File: src/rtl/fifo_pkg.sv
// Shared async-FIFO helpers, used by both the write-side full generator and
// the read-side empty generator.
//   fifo_depth(ptr_width) : entries addressed by a pointer that carries a wrap bit
//   bin2gray / gray2bin   : width-agnostic code conversion on a GRAY_MAX_W
//                           container; callers zero-extend in and truncate out.
//                           Zero extension commutes with both conversions, so
//                           a single pair of functions serves every pointer width.
package fifo_pkg;

  localparam int unsigned GRAY_MAX_W = 32;

  typedef logic [GRAY_MAX_W-1:0] gray_vec_t;

  // One wrap bit on top of the address bits.
  function automatic int unsigned fifo_depth(input int unsigned ptr_width);
    return 32'(1) << (ptr_width - 32'd1);
  endfunction

  function automatic gray_vec_t bin2gray(input gray_vec_t b);
    return b ^ (b >> 1);
  endfunction

  // Each binary bit is the XOR of its own Gray bit and every Gray bit above it.
  function automatic gray_vec_t gray2bin(input gray_vec_t g);
    gray_vec_t b;
    b = g;
    for (int unsigned s = 1; s < GRAY_MAX_W; s++) begin
      b = b ^ (g >> s);
    end
    return b;
  endfunction

endpackage : fifo_pkg

File: src/rtl/wr_full_gen_if.sv
// Write-side status bus between the write pointer stage and wr_full_gen.
//   inc         : qualified write enable from the pointer stage
//   ptr         : current binary write pointer
//   next_ptr    : ptr + 1 from the pointer stage
//   rd_gray     : Gray read pointer, asynchronous to the write clock
//   wr_gray     : registered Gray write pointer to the read domain
//   full        : registered full flag (fed back to the pointer stage)
//   almost_full : registered level >= threshold
//   level       : registered write-side occupancy
// master = pointer stage / environment, slave = wr_full_gen.
interface wr_full_gen_if #(
  parameter int unsigned PTR_WIDTH = 5
);

  logic                 inc;
  logic [PTR_WIDTH-1:0] ptr;
  logic [PTR_WIDTH-1:0] next_ptr;
  logic [PTR_WIDTH-1:0] rd_gray;
  logic [PTR_WIDTH-1:0] wr_gray;
  logic                 full;
  logic                 almost_full;
  logic [PTR_WIDTH-1:0] level;

  modport master (
    output inc, ptr, next_ptr, rd_gray,
    input  wr_gray, full, almost_full, level
  );

  modport slave (
    input  inc, ptr, next_ptr, rd_gray,
    output wr_gray, full, almost_full, level
  );

endinterface : wr_full_gen_if

File: src/rtl/sync_2ff.sv
// Two-flop synchronizer for a Gray-coded pointer crossing clock domains.
// Only the second stage is exported; the first stage may go metastable.
//   clk : destination-domain clock
//   rst : synchronous active-high reset, clears both stages
//   d_i : asynchronous input vector (must change one bit at a time)
//   q_o : synchronized output, two edges behind d_i
module sync_2ff #(
  parameter int unsigned WIDTH = 1
) (
  input  logic             clk,
  input  logic             rst,
  input  logic [WIDTH-1:0] d_i,
  output logic [WIDTH-1:0] q_o
);

  logic [WIDTH-1:0] q1_q;
  logic [WIDTH-1:0] q2_q;

  // Synchronizer chain.
  always_ff @(posedge clk) begin
    if (rst) begin
      q1_q <= '0;
      q2_q <= '0;
    end else begin
      q1_q <= d_i;
      q2_q <= q1_q;
    end
  end

  assign q_o = q2_q;

endmodule : sync_2ff

File: src/rtl/wr_full_gen.sv
// Write-side status generator for the asynchronous FIFO.
// Converts the advancing write pointer to Gray for the read domain, brings the
// read domain's Gray pointer across through a two-flop synchronizer, and
// produces registered full / almost_full / level. full is pessimistic: it can
// stay high a few edges after the reader frees a slot, but it is never late to
// assert, so a write into a full FIFO cannot happen.
//   clk : write-domain clock
//   rst : synchronous active-high reset, clears every flop including the
//         synchronizer
//   bus : wr_full_gen_if.slave (inc, ptr, next_ptr, rd_gray in;
//         wr_gray, full, almost_full, level out)
// Parameters:
//   PTR_WIDTH : pointer width including the wrap bit (>= 3), depth 2**(PTR_WIDTH-1)
//   AF_THRESH : almost_full when level >= AF_THRESH, legal 1..depth
module wr_full_gen
  import fifo_pkg::*;
#(
  parameter int unsigned PTR_WIDTH = 5,
  parameter int unsigned AF_THRESH = 12
) (
  input  logic         clk,
  input  logic         rst,
  wr_full_gen_if.slave bus
);

  // AF_THRESH <= depth < 2**PTR_WIDTH, so it always fits in the level width.
  localparam logic [PTR_WIDTH-1:0] AF_LEVEL = PTR_WIDTH'(AF_THRESH);

  logic [PTR_WIDTH-1:0] wr_gray_q, wr_gray_d;
  logic [PTR_WIDTH-1:0] level_q,   level_d;
  logic                 full_q,    full_d;
  logic                 afull_q,   afull_d;

  logic [PTR_WIDTH-1:0] rq2;
  logic [PTR_WIDTH-1:0] rq2_full_pat;
  logic [PTR_WIDTH-1:0] rbin;
  logic [PTR_WIDTH-1:0] bin_next;

  // Read pointer crossing into the write domain.
  sync_2ff #(
    .WIDTH (PTR_WIDTH)
  ) u_sync (
    .clk (clk),
    .rst (rst),
    .d_i (bus.rd_gray),
    .q_o (rq2)
  );

  // Full in Gray space: writer is one lap ahead, i.e. the top two bits are
  // inverted and the rest match.
  assign rq2_full_pat = {~rq2[PTR_WIDTH-1 -: 2], rq2[PTR_WIDTH-3:0]};

  // Next-state: pointer advance (blocked while full) and status from it.
  always_comb begin
    bin_next  = bus.ptr;
    rbin      = '0;
    wr_gray_d = wr_gray_q;
    level_d   = level_q;
    full_d    = full_q;
    afull_d   = afull_q;

    if (bus.inc && !full_q) begin
      bin_next = bus.next_ptr;
    end

    rbin      = PTR_WIDTH'(gray2bin(GRAY_MAX_W'(rq2)));
    wr_gray_d = PTR_WIDTH'(bin2gray(GRAY_MAX_W'(bin_next)));
    // Modulo subtraction keeps the occupancy right across pointer roll-over.
    level_d   = bin_next - rbin;
    full_d    = (wr_gray_d == rq2_full_pat);
    afull_d   = (level_d >= AF_LEVEL);
  end

  // Status registers.
  always_ff @(posedge clk) begin
    if (rst) begin
      wr_gray_q <= '0;
      level_q   <= '0;
      full_q    <= 1'b0;
      afull_q   <= 1'b0;
    end else begin
      wr_gray_q <= wr_gray_d;
      level_q   <= level_d;
      full_q    <= full_d;
      afull_q   <= afull_d;
    end
  end

  assign bus.wr_gray     = wr_gray_q;
  assign bus.level       = level_q;
  assign bus.full        = full_q;
  assign bus.almost_full = afull_q;

endmodule : wr_full_gen

File: src/flat_wrapper.sv
// flat-port wrapper written by rule: the top's interface ports become plain ports
module wr_full_gen_flat import fifo_pkg::*;
#(
  parameter int unsigned PTR_WIDTH = 5,
  parameter int unsigned AF_THRESH = 12
)
  (clk, rst, bus_inc, bus_ptr, bus_next_ptr, bus_rd_gray, bus_wr_gray, bus_full, bus_almost_full, bus_level);
  wr_full_gen_if #(.PTR_WIDTH(PTR_WIDTH)) bus_i ();
  input  logic clk;
  input  logic rst;
  input wire logic [$bits(bus_i.inc)-1:0] bus_inc;
  input wire logic [$bits(bus_i.ptr)-1:0] bus_ptr;
  input wire logic [$bits(bus_i.next_ptr)-1:0] bus_next_ptr;
  input wire logic [$bits(bus_i.rd_gray)-1:0] bus_rd_gray;
  output wire logic [$bits(bus_i.wr_gray)-1:0] bus_wr_gray;
  output wire logic [$bits(bus_i.full)-1:0] bus_full;
  output wire logic [$bits(bus_i.almost_full)-1:0] bus_almost_full;
  output wire logic [$bits(bus_i.level)-1:0] bus_level;
  assign bus_i.inc = bus_inc;
  assign bus_i.ptr = bus_ptr;
  assign bus_i.next_ptr = bus_next_ptr;
  assign bus_i.rd_gray = bus_rd_gray;
  assign bus_wr_gray = bus_i.wr_gray;
  assign bus_full = bus_i.full;
  assign bus_almost_full = bus_i.almost_full;
  assign bus_level = bus_i.level;
  wr_full_gen #(.PTR_WIDTH(PTR_WIDTH), .AF_THRESH(AF_THRESH)) u_core (.clk(clk), .rst(rst), .bus(bus_i));
endmodule
File: config.mk
export PLATFORM = sky130hd
export DESIGN_NAME = wr_full_gen_flat
export DESIGN_NICKNAME = d
export VERILOG_FILES = /design/src/rtl/fifo_pkg.sv /design/src/rtl/wr_full_gen_if.sv /design/src/rtl/sync_2ff.sv /design/src/rtl/wr_full_gen.sv /design/src/flat_wrapper.sv
export SDC_FILE = /design/constraint.sdc
export NUM_CORES = 1
export LEC_CHECK = 0
export BUFFER_PORTS_ARGS = -buffer_cell sky130_fd_sc_hd__buf_2
export CAP_MARGIN = 20
export CELL_PAD_IN_SITES_DETAIL_PLACEMENT = 0
export CELL_PAD_IN_SITES_GLOBAL_PLACEMENT = 1
export CORE_MARGIN = 1.5
export CORE_UTILIZATION = 34
export DETAILED_ROUTE_END_ITERATION = 6
export GPL_ROUTABILITY_DRIVEN = 0
export PLACE_DENSITY = 0.74
export SLEW_MARGIN = 10
export SYNTH_ARGS = -nofsm -noshare
export SYNTH_HDL_FRONTEND = slang
export SYNTH_SLANG_ARGS = --single-unit
File: constraint.sdc
create_clock -name clk -period 2.3 [get_ports clk]
set_input_delay 0 -clock clk [delete_from_list [all_inputs] [get_ports clk]]
set_output_delay 0 -clock clk [all_outputs]
set_load 0.01 [all_outputs]
==> impl_metrics.py <==
metrics = {
    "status": {
        "status": "finished clean",
    },
    "drt": {
        "route.met3.wl_um": 115,
        "wl_per_cell_um": 9.90,
        "dr.pass1.iters": 4,
        "vias_per_cell": 4.36,
        "drt-initial-drc-count": 28,
        "drtAntennaViolNets": 0,
        "drc": 0,
        "dr_total_vias": 715,
        "drt-met1-wl_um": 759,
        "routed.top_layer": "met4",
        "wirelength_um": 1620,
        "met2WireLength_um": 730,
    },
    "setup_path": {
        "worst-setup-path-type": "flip-flop to flip-flop",
        "critical_path_required_ps": 2500,
        "worstRegToRegCells": 11,
        "worstPathArrival_ps": 2420,
        "start_kind": "flip-flop",
        "reg2reg_to": "u_core.bus.almost_full",
        "rrSetupSlack_ps": 80,
        "worstSetupStartpoint": "u_core.u_sync.q_o[4]",
        "r2r_start": "u_core.u_sync.q_o[4]",
        "worstPathMaxFanout": 2,
        "end_kind": "flip-flop",
    },
    "power": {
        "p_sw_share_pct": 24.8,
        "power_leakage_nw": 0.613,
        "peakVddDrop_uv": 461,
        "sequentialPowerShare_pct": 44.1,
        "power_density_nw_per_um2": 725,
        "power_switching_mw": 0.243,
        "p_clk_share_pct": 29.1,
        "comb_power_share_pct": 26.7,
        "p_int_mw": 0.735,
    },
    "floorplan": {
        "start_util_pct": 36.4,
        "die_x_um": 57.6,
        "die_h_um": 57.6,
        "die_area_um2": 3310,
        "rows": 19,
        "io_pins": 30,
        "coreArea_um2": 2780,
    },
    "clock_network": {
        "numCtsBuffers": 3,
        "cts_tree": "done",
        "insertion_delay_ps": 300,
        "cts_buffer_depth": 2,
        "numClockSinks": 22,
        "h-tree-depth": 1,
        "cts.root.buffer_cell": "clkbuf_4",
        "clk_pin_slew_worst_paths_ps": 120,
    },
    "grt": {
        "track_usage_pct": 10.5,
        "grt_pass1_wl_um": 2620,
        "grt_pass1_vias": 634,
        "grt_max_degree": 23,
        "grt_antenna_before_repair": 0,
        "gr-total-overflow": 0,
    },
    "timing": {
        "final.setup.worst_slack_ps": 78.8,
        "skew_ps": 8.75,
        "fin_crit_sh_pct": 96.6,
        "finalSetupViolCount": 0,
        "hold_ws_ps": 7.40,
        "max_slew.worst_pin.slew_ps": 355,
        "hold_viol": 0,
        "slew_violations": 0,
        "rsz0062_at_grt": "true",
        "clock.fmax_ghz": 0.450,
        "period_needed_ps": 2220,
        "max_slew_margin_pct": 76.3,
    },
    "finish": {
        "final_cell_mix": "29 x buf_2, 20 x dfxtp_1, 13 x nor2b_1, 12 x xnor2_1, 8 x nor2_1",
        "final_area_um2": 1350,
        "nets": 157,
        "num_antenna_cells": 0,
        "final_common_cell": "buf_2",
        "final_cells": 164,
        "drive_above_1_share_pct": 39.1,
        "syn2layout_area_growth_pct": 33.3,
    },
    "min_path": {
        "min_delay_path_depth": 3,
        "min_from": "bus_ptr[4]",
        "whs_endpoint": "u_core.bus.wr_gray[4]",
        "min_path_type": "primary input to flip-flop",
    },
    "placed_design": {
        "place_ws_ps": -2.51,
        "numPortBuffers": 29,
        "placedCellCount": 150,
        "place_area_um2": 1180,
        "dpl.hpwl_um": 1250,
    },
    "logic_synthesis": {
        "seq_area_frac_synth_pct": 43.5,
        "netlist_instances": 92,
        "yosysWarnings": 0,
        "synth_area_um2": 1010,
        "synth_cell_type_count": 21,
        "ys_seq_elements": 22,
        "avgSynthCellArea_um2": 11.0,
        "syn_nets": 115,
    },
    "run": {
        "cap_violations": 0,
    },
}
[cell families after synthesis]
logic type	count (synthesis)	share of synthesized area [%]
compound gates	6	3.83
xor+xnor	20	19.5
fa+ha+maj	5	6.92
buf+inv	7	4.20
flops	22	43.5
mux	8	8.53
simple gates	24	13.5
[worst max path at each step]
| stage | endpoint | slack, ps | depth (start not counted) |
|---|---|---|---|
| after CTS | u_core.bus.almost_full | 30 | 11 |
| after floorplan | u_core.bus.almost_full | 100 | 11 |
| after detailed placement | u_core.bus.almost_full | -3 | 11 |
| after global placement | u_core.bus.almost_full | 50 | 11 |
| after global routing | u_core.bus.almost_full | -70 | 11 |
| final | u_core.bus.almost_full | 80 | 11 |
[power by group through the flow]
| stage | clock [mW] | sequential (mW) | combinational (mW) |
|---|---|---|---|
| global placement | 0 | 0.440 | 0.235 |
| CTS | 0.298 | 0.432 | 0.249 |
| detailed placement | 0 | 0.441 | 0.236 |
| finish | 0.285 | 0.431 | 0.262 |
| global route | 0.314 | 0.436 | 0.290 |
| floorplan | 0 | 0.459 | 0.145 |
[per-stage QoR]
stage	TNS, ps	power (mW)	utilization [%]
6_report	0	0.978	48.5
5_1_grt	-102	1.04	48.5
4_1_cts	0	0.979	46.6
3_5_place_dp	-2.51	0.676	42.3
3_3_place_gp	0	0.675	42.3
2_1_floorplan	0	0.604	-
[cell usage after synthesis, drive strengths merged]
cell,n,area (um2)
o2bb2ai,1,8.76
mux2i,6,63.8
inv,4,15.0
fa,1,20.0
nor2b,13,81.3
a21o,2,15.0
buf,1,20.0
a21oi,3,15.0
mux2,2,22.5
nand2b,1,13.8
ha,4,50.1
xor2,6,67.6
nand4,1,6.26
xnor2,14,130
dfxtp,22,440
clkbuf,2,7.51
nor2,8,30.0
nor3,1,5.00
[per-layer routing]
layer / global-route usage [%] / vias up
li1: - / 375
met1: 12.5 / 317
met2: 16.6 / 21
met3: 3.63 / 2
met4: 5.98 / 0
met5: 0 / -
[sequential cells by signal, indices dropped and copies added (netlist names)]
| register | flops |
|---|---|
| u_core.bus.almost_full | 1 |
| u_core.u_sync.q1_q | 5 |
| u_core.bus.level | 5 |
| u_core.bus.wr_gray | 5 |
| u_core.u_sync.q_o | 5 |
| u_core.bus.full | 1 |
[timing repair]
action / in CTS / in global routing
setup endpoints to repair: 1 / 2
gates resized for setup: 2 / 6
hold endpoints to repair: 5 / 0
hold buffers: 5 / 0
pin swaps: 3 / 7
buffers inserted: 2 / 3
[cell type report]
cell class	count	area [um2]
Clock buffer	3	22.5
Inverter	4	15.0
Fill cell	272	1430
Tap cell	31	38.8
Sequential cell	22	445
Multi-Input combinational cell	63	557
Timing Repair Buffer	40	240
Clock inverter	1	30.0
[critical path: stages (launching register included)]
cell	delay, ps
dfxtp_4	380
xnor2_4	190
xor2_2	220
xor2_2	180
xnor2_1	140
ha_2	210
fa_2	210
inv_1	40
a21o_1	150
a21oi_2	160
xnor2_2	130
o2bb2ai_1	80
(Power assumes the default switching activity.)
